--- src/rtl/lsu_seq.sv ---
// lsu_seq: sequential load/store unit with a req/gnt/rvalid data-memory port, one response per request.
// Define MISALIGNED_EN to split word-crossing accesses into two beats; without it they are rejected.
module lsu_seq #(
  parameter int XLEN = 32,
  localparam int LANES = XLEN / 8,
  localparam int OFFW = $clog2(LANES)
) (
  input  logic             clk,
  input  logic             rst_n,
  input  logic             req_valid,
  output logic             req_ready,
  input  logic             is_load,
  input  logic             is_store,
  input  logic [2:0]       fn3,
  input  logic [XLEN-1:0]  addr,
  input  logic [XLEN-1:0]  store_data,
  output logic             resp_valid,
  output logic             resp_err,
  output logic [XLEN-1:0]  load_data,
  output logic             mem_req,
  input  logic             mem_gnt,
  output logic             mem_we,
  output logic [XLEN-1:0]  mem_addr,
  output logic [LANES-1:0] mem_be,
  output logic [XLEN-1:0]  mem_wdata,
  input  logic             mem_rvalid,
  input  logic [XLEN-1:0]  mem_rdata
);

`ifdef MISALIGNED_EN
  localparam bit SplitEn = 1'b1;
`else
  localparam bit SplitEn = 1'b0;
`endif

  localparam logic [OFFW+3:0] XlenBits = (OFFW+4)'(XLEN);

  typedef enum logic [2:0] {IDLE, REQ0, WAIT0, REQ1, WAIT1, RESP} state_e;

  state_e           state_q, state_d;
  logic             ready_q;
  logic             err_q;
  logic             isLoad_q;
  logic             we_q;
  logic             split_q;
  logic [2:0]       fn3_q;
  logic [OFFW-1:0]  off_q;
  logic [XLEN-1:0]  addr_q;
  logic [LANES-1:0] be_q;
  logic [LANES-1:0] hiBe_q;
  logic [XLEN-1:0]  wdata_q;
  logic [XLEN-1:0]  hiWdata_q;
  logic [XLEN-1:0]  rdata0_q;
  logic [XLEN-1:0]  rdata1_q;

  logic               accept;
  logic [OFFW-1:0]    reqOff;
  logic [3:0]         reqSize;
  logic               reqCross;
  logic               reqErr;
  logic [2*LANES-1:0] sizeMask;
  logic [2*LANES-1:0] reqMask;
  logic [OFFW+2:0]    loShift;
  logic [OFFW+3:0]    hiShift;
  logic [XLEN-1:0]    beat0Wdata;
  logic [XLEN-1:0]    beat1Wdata;

  assign accept = req_valid && req_ready && (is_load || is_store);
  assign reqOff = addr[OFFW-1:0];
  assign reqSize = 4'd1 << fn3[1:0];
  assign reqCross = (int'(reqOff) + int'(reqSize)) > LANES;
  assign loShift = {reqOff, 3'b000};
  assign hiShift = XlenBits - {1'b0, reqOff, 3'b000};
  assign beat0Wdata = store_data << loShift;
  assign beat1Wdata = store_data >> hiShift;

  // Byte mask spanning two words; the upper half is the second beat's lanes.
  always_comb begin
    sizeMask = '0;
    for (int i = 0; i < 2 * LANES; i++) begin
      sizeMask[i] = (i < int'(reqSize));
    end
    reqMask = sizeMask << reqOff;
  end

  always_comb begin
    reqErr = (is_load && is_store)
          || (fn3 == 3'b111)
          || ((XLEN == 32) && ((fn3 == 3'b011) || (fn3 == 3'b110)))
          || (is_store && fn3[2])
          || (!SplitEn && reqCross);
  end

  logic [XLEN-1:0] rawData;
  logic [XLEN-1:0] extData;
  logic [3:0]      qSize;
  logic            signFill;
  int              dataBits;

  // Merge the two beats so the addressed byte lands at bit 0, then extend.
  always_comb begin
    rawData = (rdata0_q >> {off_q, 3'b000}) | (rdata1_q << (XlenBits - {1'b0, off_q, 3'b000}));
    qSize = 4'd1 << fn3_q[1:0];
    dataBits = 8 * int'(qSize);
    case (fn3_q[1:0])
      2'd0:    signFill = rawData[7];
      2'd1:    signFill = rawData[15];
      2'd2:    signFill = rawData[31];
      default: signFill = rawData[XLEN-1];
    endcase
    signFill = signFill && !fn3_q[2];
    extData = '0;
    for (int i = 0; i < XLEN; i++) begin
      extData[i] = (i < dataBits) ? rawData[i] : signFill;
    end
  end

  always_ff @(posedge clk or negedge rst_n) begin
    if (!rst_n) begin
      state_q <= IDLE;
    end else begin
      state_q <= state_d;
    end
  end

  always_comb begin
    state_d = state_q;
    req_ready = 1'b0;
    mem_req = 1'b0;
    resp_valid = 1'b0;
    case (state_q)
      IDLE: begin
        req_ready = ready_q;
        if (accept) state_d = reqErr ? RESP : REQ0;
      end
      REQ0: begin
        mem_req = 1'b1;
        if (mem_gnt) state_d = isLoad_q ? WAIT0 : (split_q ? REQ1 : RESP);
      end
      WAIT0: begin
        if (mem_rvalid) state_d = split_q ? REQ1 : RESP;
      end
      REQ1: begin
        mem_req = 1'b1;
        if (mem_gnt) state_d = isLoad_q ? WAIT1 : RESP;
      end
      WAIT1: begin
        if (mem_rvalid) state_d = RESP;
      end
      RESP: begin
        resp_valid = 1'b1;
        state_d = IDLE;
      end
      default: state_d = IDLE;
    endcase
    mem_we = mem_req && we_q;
    mem_be = mem_req ? be_q : '0;
    mem_addr = addr_q;
    mem_wdata = wdata_q;
    resp_err = resp_valid && err_q;
    load_data = (resp_valid && !err_q && isLoad_q) ? extData : '0;
  end

  always_ff @(posedge clk or negedge rst_n) begin
    if (!rst_n) begin
      ready_q <= 1'b0;
      err_q <= 1'b0;
      isLoad_q <= 1'b0;
      we_q <= 1'b0;
      split_q <= 1'b0;
      fn3_q <= '0;
      off_q <= '0;
      addr_q <= '0;
      be_q <= '0;
      hiBe_q <= '0;
      wdata_q <= '0;
      hiWdata_q <= '0;
      rdata0_q <= '0;
      rdata1_q <= '0;
    end else begin
      ready_q <= 1'b1;
      if ((state_q == IDLE) && accept) begin
        err_q <= reqErr;
        isLoad_q <= is_load;
        we_q <= is_store && !is_load && !reqErr;
        split_q <= SplitEn && reqCross && !reqErr;
        fn3_q <= fn3;
        off_q <= reqOff;
        addr_q <= {addr[XLEN-1:OFFW], {OFFW{1'b0}}};
        be_q <= reqMask[LANES-1:0];
        hiBe_q <= reqMask[2*LANES-1:LANES];
        wdata_q <= beat0Wdata;
        hiWdata_q <= beat1Wdata;
        rdata0_q <= '0;
        rdata1_q <= '0;
      end
      if ((state_q == WAIT0) && mem_rvalid) rdata0_q <= mem_rdata;
      if ((state_q == WAIT1) && mem_rvalid) rdata1_q <= mem_rdata;
      // Second beat reuses the request registers so they stay stable until granted.
      if ((state_d == REQ1) && (state_q != REQ1)) begin
        addr_q <= addr_q + XLEN'(LANES);
        be_q <= hiBe_q;
        wdata_q <= hiWdata_q;
      end
    end
  end

endmodule

--- config.mk ---
export PLATFORM = sky130hd
export DESIGN_NAME = lsu_seq
export DESIGN_NICKNAME = d
export VERILOG_FILES = /design/src/rtl/lsu_seq.sv
export SDC_FILE = /design/constraint.sdc
export NUM_CORES = 1
export LEC_CHECK = 0
export CAP_MARGIN = 20
export CORE_MARGIN = 3
export CORE_UTILIZATION = 50
export DETAILED_ROUTE_END_ITERATION = 8
export PLACE_DENSITY = 0.89
export SYNTH_ARGS = -nofsm -noshare
export SYNTH_HDL_FRONTEND = slang
export SYNTH_SLANG_ARGS = --single-unit
export TNS_END_PERCENT = 50
--- constraint.sdc ---
create_clock -name clk -period 5.9 [get_ports clk]
set_input_delay 1.18 -clock clk [delete_from_list [all_inputs] [get_ports clk]]
set_output_delay 1.18 -clock clk [all_outputs]
set_load 0.005 [all_outputs]
==> metrics.cfg <==
[timing]
tightest_slew_ps = 944
period_needed_ps = 5190
fmax_ghz = 0.193
fin_skew_ps = 5.29
fin_ws_ps = 707
final.setup.tns_ps = 0
hold_slack_ps = 467
rsz0062_at_grt = false
slew_headroom_pct = 37.0
finalMaxSlewViolations = 0
setup_viol = 0
timing_hold_violations_final = 0
fin_crit_sh_pct = 88.0

[clock_network]
clk_latency_ps = 420
htree_levels = 4
cts_made_buffers = 17
cts_resized = 0
tritoncts = done
cts.path.max_buffers = 2
cts.sinks = 142
cts_hold_buf = 0
cts_setup_buffers = 0
path_clk_slew_ps = 60
clockRootBuffer = clkbuf_16

[worst_setup_path]
arrival_ps = 4010
end_kind = output pin
crit_type = reg2out
cp.required_ps = 4720
cp-start-kind = flip-flop
crit_fanout = 20

[logic_synthesis]
avgSynthCellArea_um2 = 8.69
syn_inst = 899
ys_warn_count = 0
ys_types = 53
netlist_area_mm2 = 0.00781
synth_edf_count = 0
ys_ff_latch = 142
synth-main-ff-cell = dfrtp_1
synthArstFlopShare_pct = 100
seq_area_frac_synth_pct = 45.5

[placed_design]
dp_slack_ps = 1250
place.gp.congestion = 0.914
dp_hpwl_um = 15900
portBuffers = 208

[route]
firstDrtPassIters = 6
initialDrtViolationCount = 650
top_layer_used = met5
met1_length_um = 8880
drcViolationCount = 0
met2WireLength_um = 11000
vias_per_cell = 5.60
totalWireLength_um = 23100
wl_met3_um = 2360
ant_nets = 0
wl_per_cell_um = 18.0
vias = 7183

[global_routing]
antenna_found_initial = 1
gr-total-overflow = 0
grt_pass1_vias = 6969
grt_pass1_wl_um = 35800
grt_max_degree = 100
grtUsageTotal_pct = 26.8

[floorplanning]
boundaryPins = 211
initial_utilization_pct = 51.2
num_rows = 45
core_area_mm2 = 0.0153
dieHeight_um = 131
die_area_mm2 = 0.0172
die_w_um = 131

[layout]
final_nets = 1172
multi_input_area_mm2 = 0.00379
final_common_cell = nand2_1
layout_common_cells = nand2_1, clkdlybuf4s50_1, dfrtp_1
diodes = 0
nFillCells = 1177
seqCellArea_mm2 = 0.00355
drive_gt1_share_pct = 9.05
area_delta_synth_final_pct = 32.8

[pwr]
finalPower_uw = 4960
ir_drop_uv = 305
powerDensity_mw_per_mm2 = 478
p_leak_uw = 0.00463

[job]
max-cap-violations = 0

[min_path]
hp-class = reg2reg

[status]
status = completed

[worst max-delay path: stages, from the launching register on]
cell and delay, ps:
dfrtp_1 750, inv_1 400, ha_1 500, buf_4 230
or2_2 470, nor2_1 230, o311ai_2 120, buf_4 220
nor2_1 150, clkdlybuf4s50_1 520
[per-layer routing]
metal  up-vias  GRT usage [%]
met5         -              0
met3        82           10.4
met4         2           11.7
met2       417           42.9
met1      3345           32.3
li1       3337              -
[power breakdown]
part / switching (µW) / total [µW] / internal [µW] / leakage, µW
Combinational: 1060 / 2110 / 1050 / 0.00254
Sequential: 417 / 1820 / 1400 / 0.00183
Clock: 419 / 1030 / 606 / 0.000262
[kinds of logic after synthesis]
kind of cell | Yosys count | share of synthesized area (%)
simple gates | 433 | 24.6
compound gates | 152 | 12.6
flops | 142 | 45.5
fa+ha+maj | 5 | 0.897
buf+inv | 90 | 6.34
mux | 74 | 9.90
other cells | 2 | 0.0961
xor+xnor | 1 | 0.112
[area by class of cell]
class                           count  share of cell area [%]
Clock buffer                       20                    4.50
Clock inverter                     10                   0.880
Inverter                           12                   0.434
Multi-Input combinational cell    668                    36.5
Sequential cell                   142                    34.2
Tap cell                          211                    2.54
Timing Repair Buffer              220                    20.9
[final timing paths]
| path | startpoint | cells after the start | slack, ps | to |
|---|---|---|---|---|
| setup / recovery | off_q[1] | 9 | 710 | load_data[21] |
| hold / removal | mem_wdata[0] | 2 | 470 | mem_wdata[0] |
| setup reg to reg | state_q[0] | 4 | 2990 | mem_wdata[31] |
| hold reg to reg | mem_wdata[0] | 2 | 470 | mem_wdata[0] |
| max in group asynchronous | rst_n | 2 | 3910 | mem_addr[15] |
| min in group asynchronous | rst_n | 1 | 850 | rdata0_q[24] |
[cells in the mapped netlist, types with 8 or more instances]
cell / number / area (µm²)
clkbuf_1: 41 / 154
buf_2: 12 / 60.1
nor2_1: 71 / 267
a21oi_1: 29 / 145
a21boi_0: 8 / 60.1
mux2_2: 16 / 180
a211oi_1: 11 / 82.6
nand2_1: 275 / 1030
nand3_2: 19 / 190
o21ai_0: 52 / 260
inv_1: 10 / 37.5
nand3b_1: 10 / 75.1
o21ai_1: 8 / 40.0
dfrtp_1: 142 / 3550
nand3_1: 23 / 115
o31ai_1: 11 / 82.6
o221a_2: 8 / 90.1
buf_6: 17 / 191
mux2i_1: 57 / 571
nor2b_1: 13 / 81.3
[per-stage QoR]
stage          cells  util [%]  area (µm²)
3_3_place_gp    1253      64.4        9820
4_1_cts         1283      68.0       10400
2_1_floorplan    900         -        7820
5_1_grt         1283      68.0       10400
3_5_place_dp    1253      64.4        9820
6_report        1283      68.0       10400
[state kept, by name (all words and copies together), names as in the netlist]
register / flops
off_q: 2
ready_q: 1
rdata0_q: 32
fn3_q: 3
be_q: 4
mem_wdata: 32
state_q: 3
mem_addr: 30
rdata1_q: 32
err_q: 1
we_q: 1
isLoad_q: 1
No activity file was read; power rests on OpenSTA's default activity.
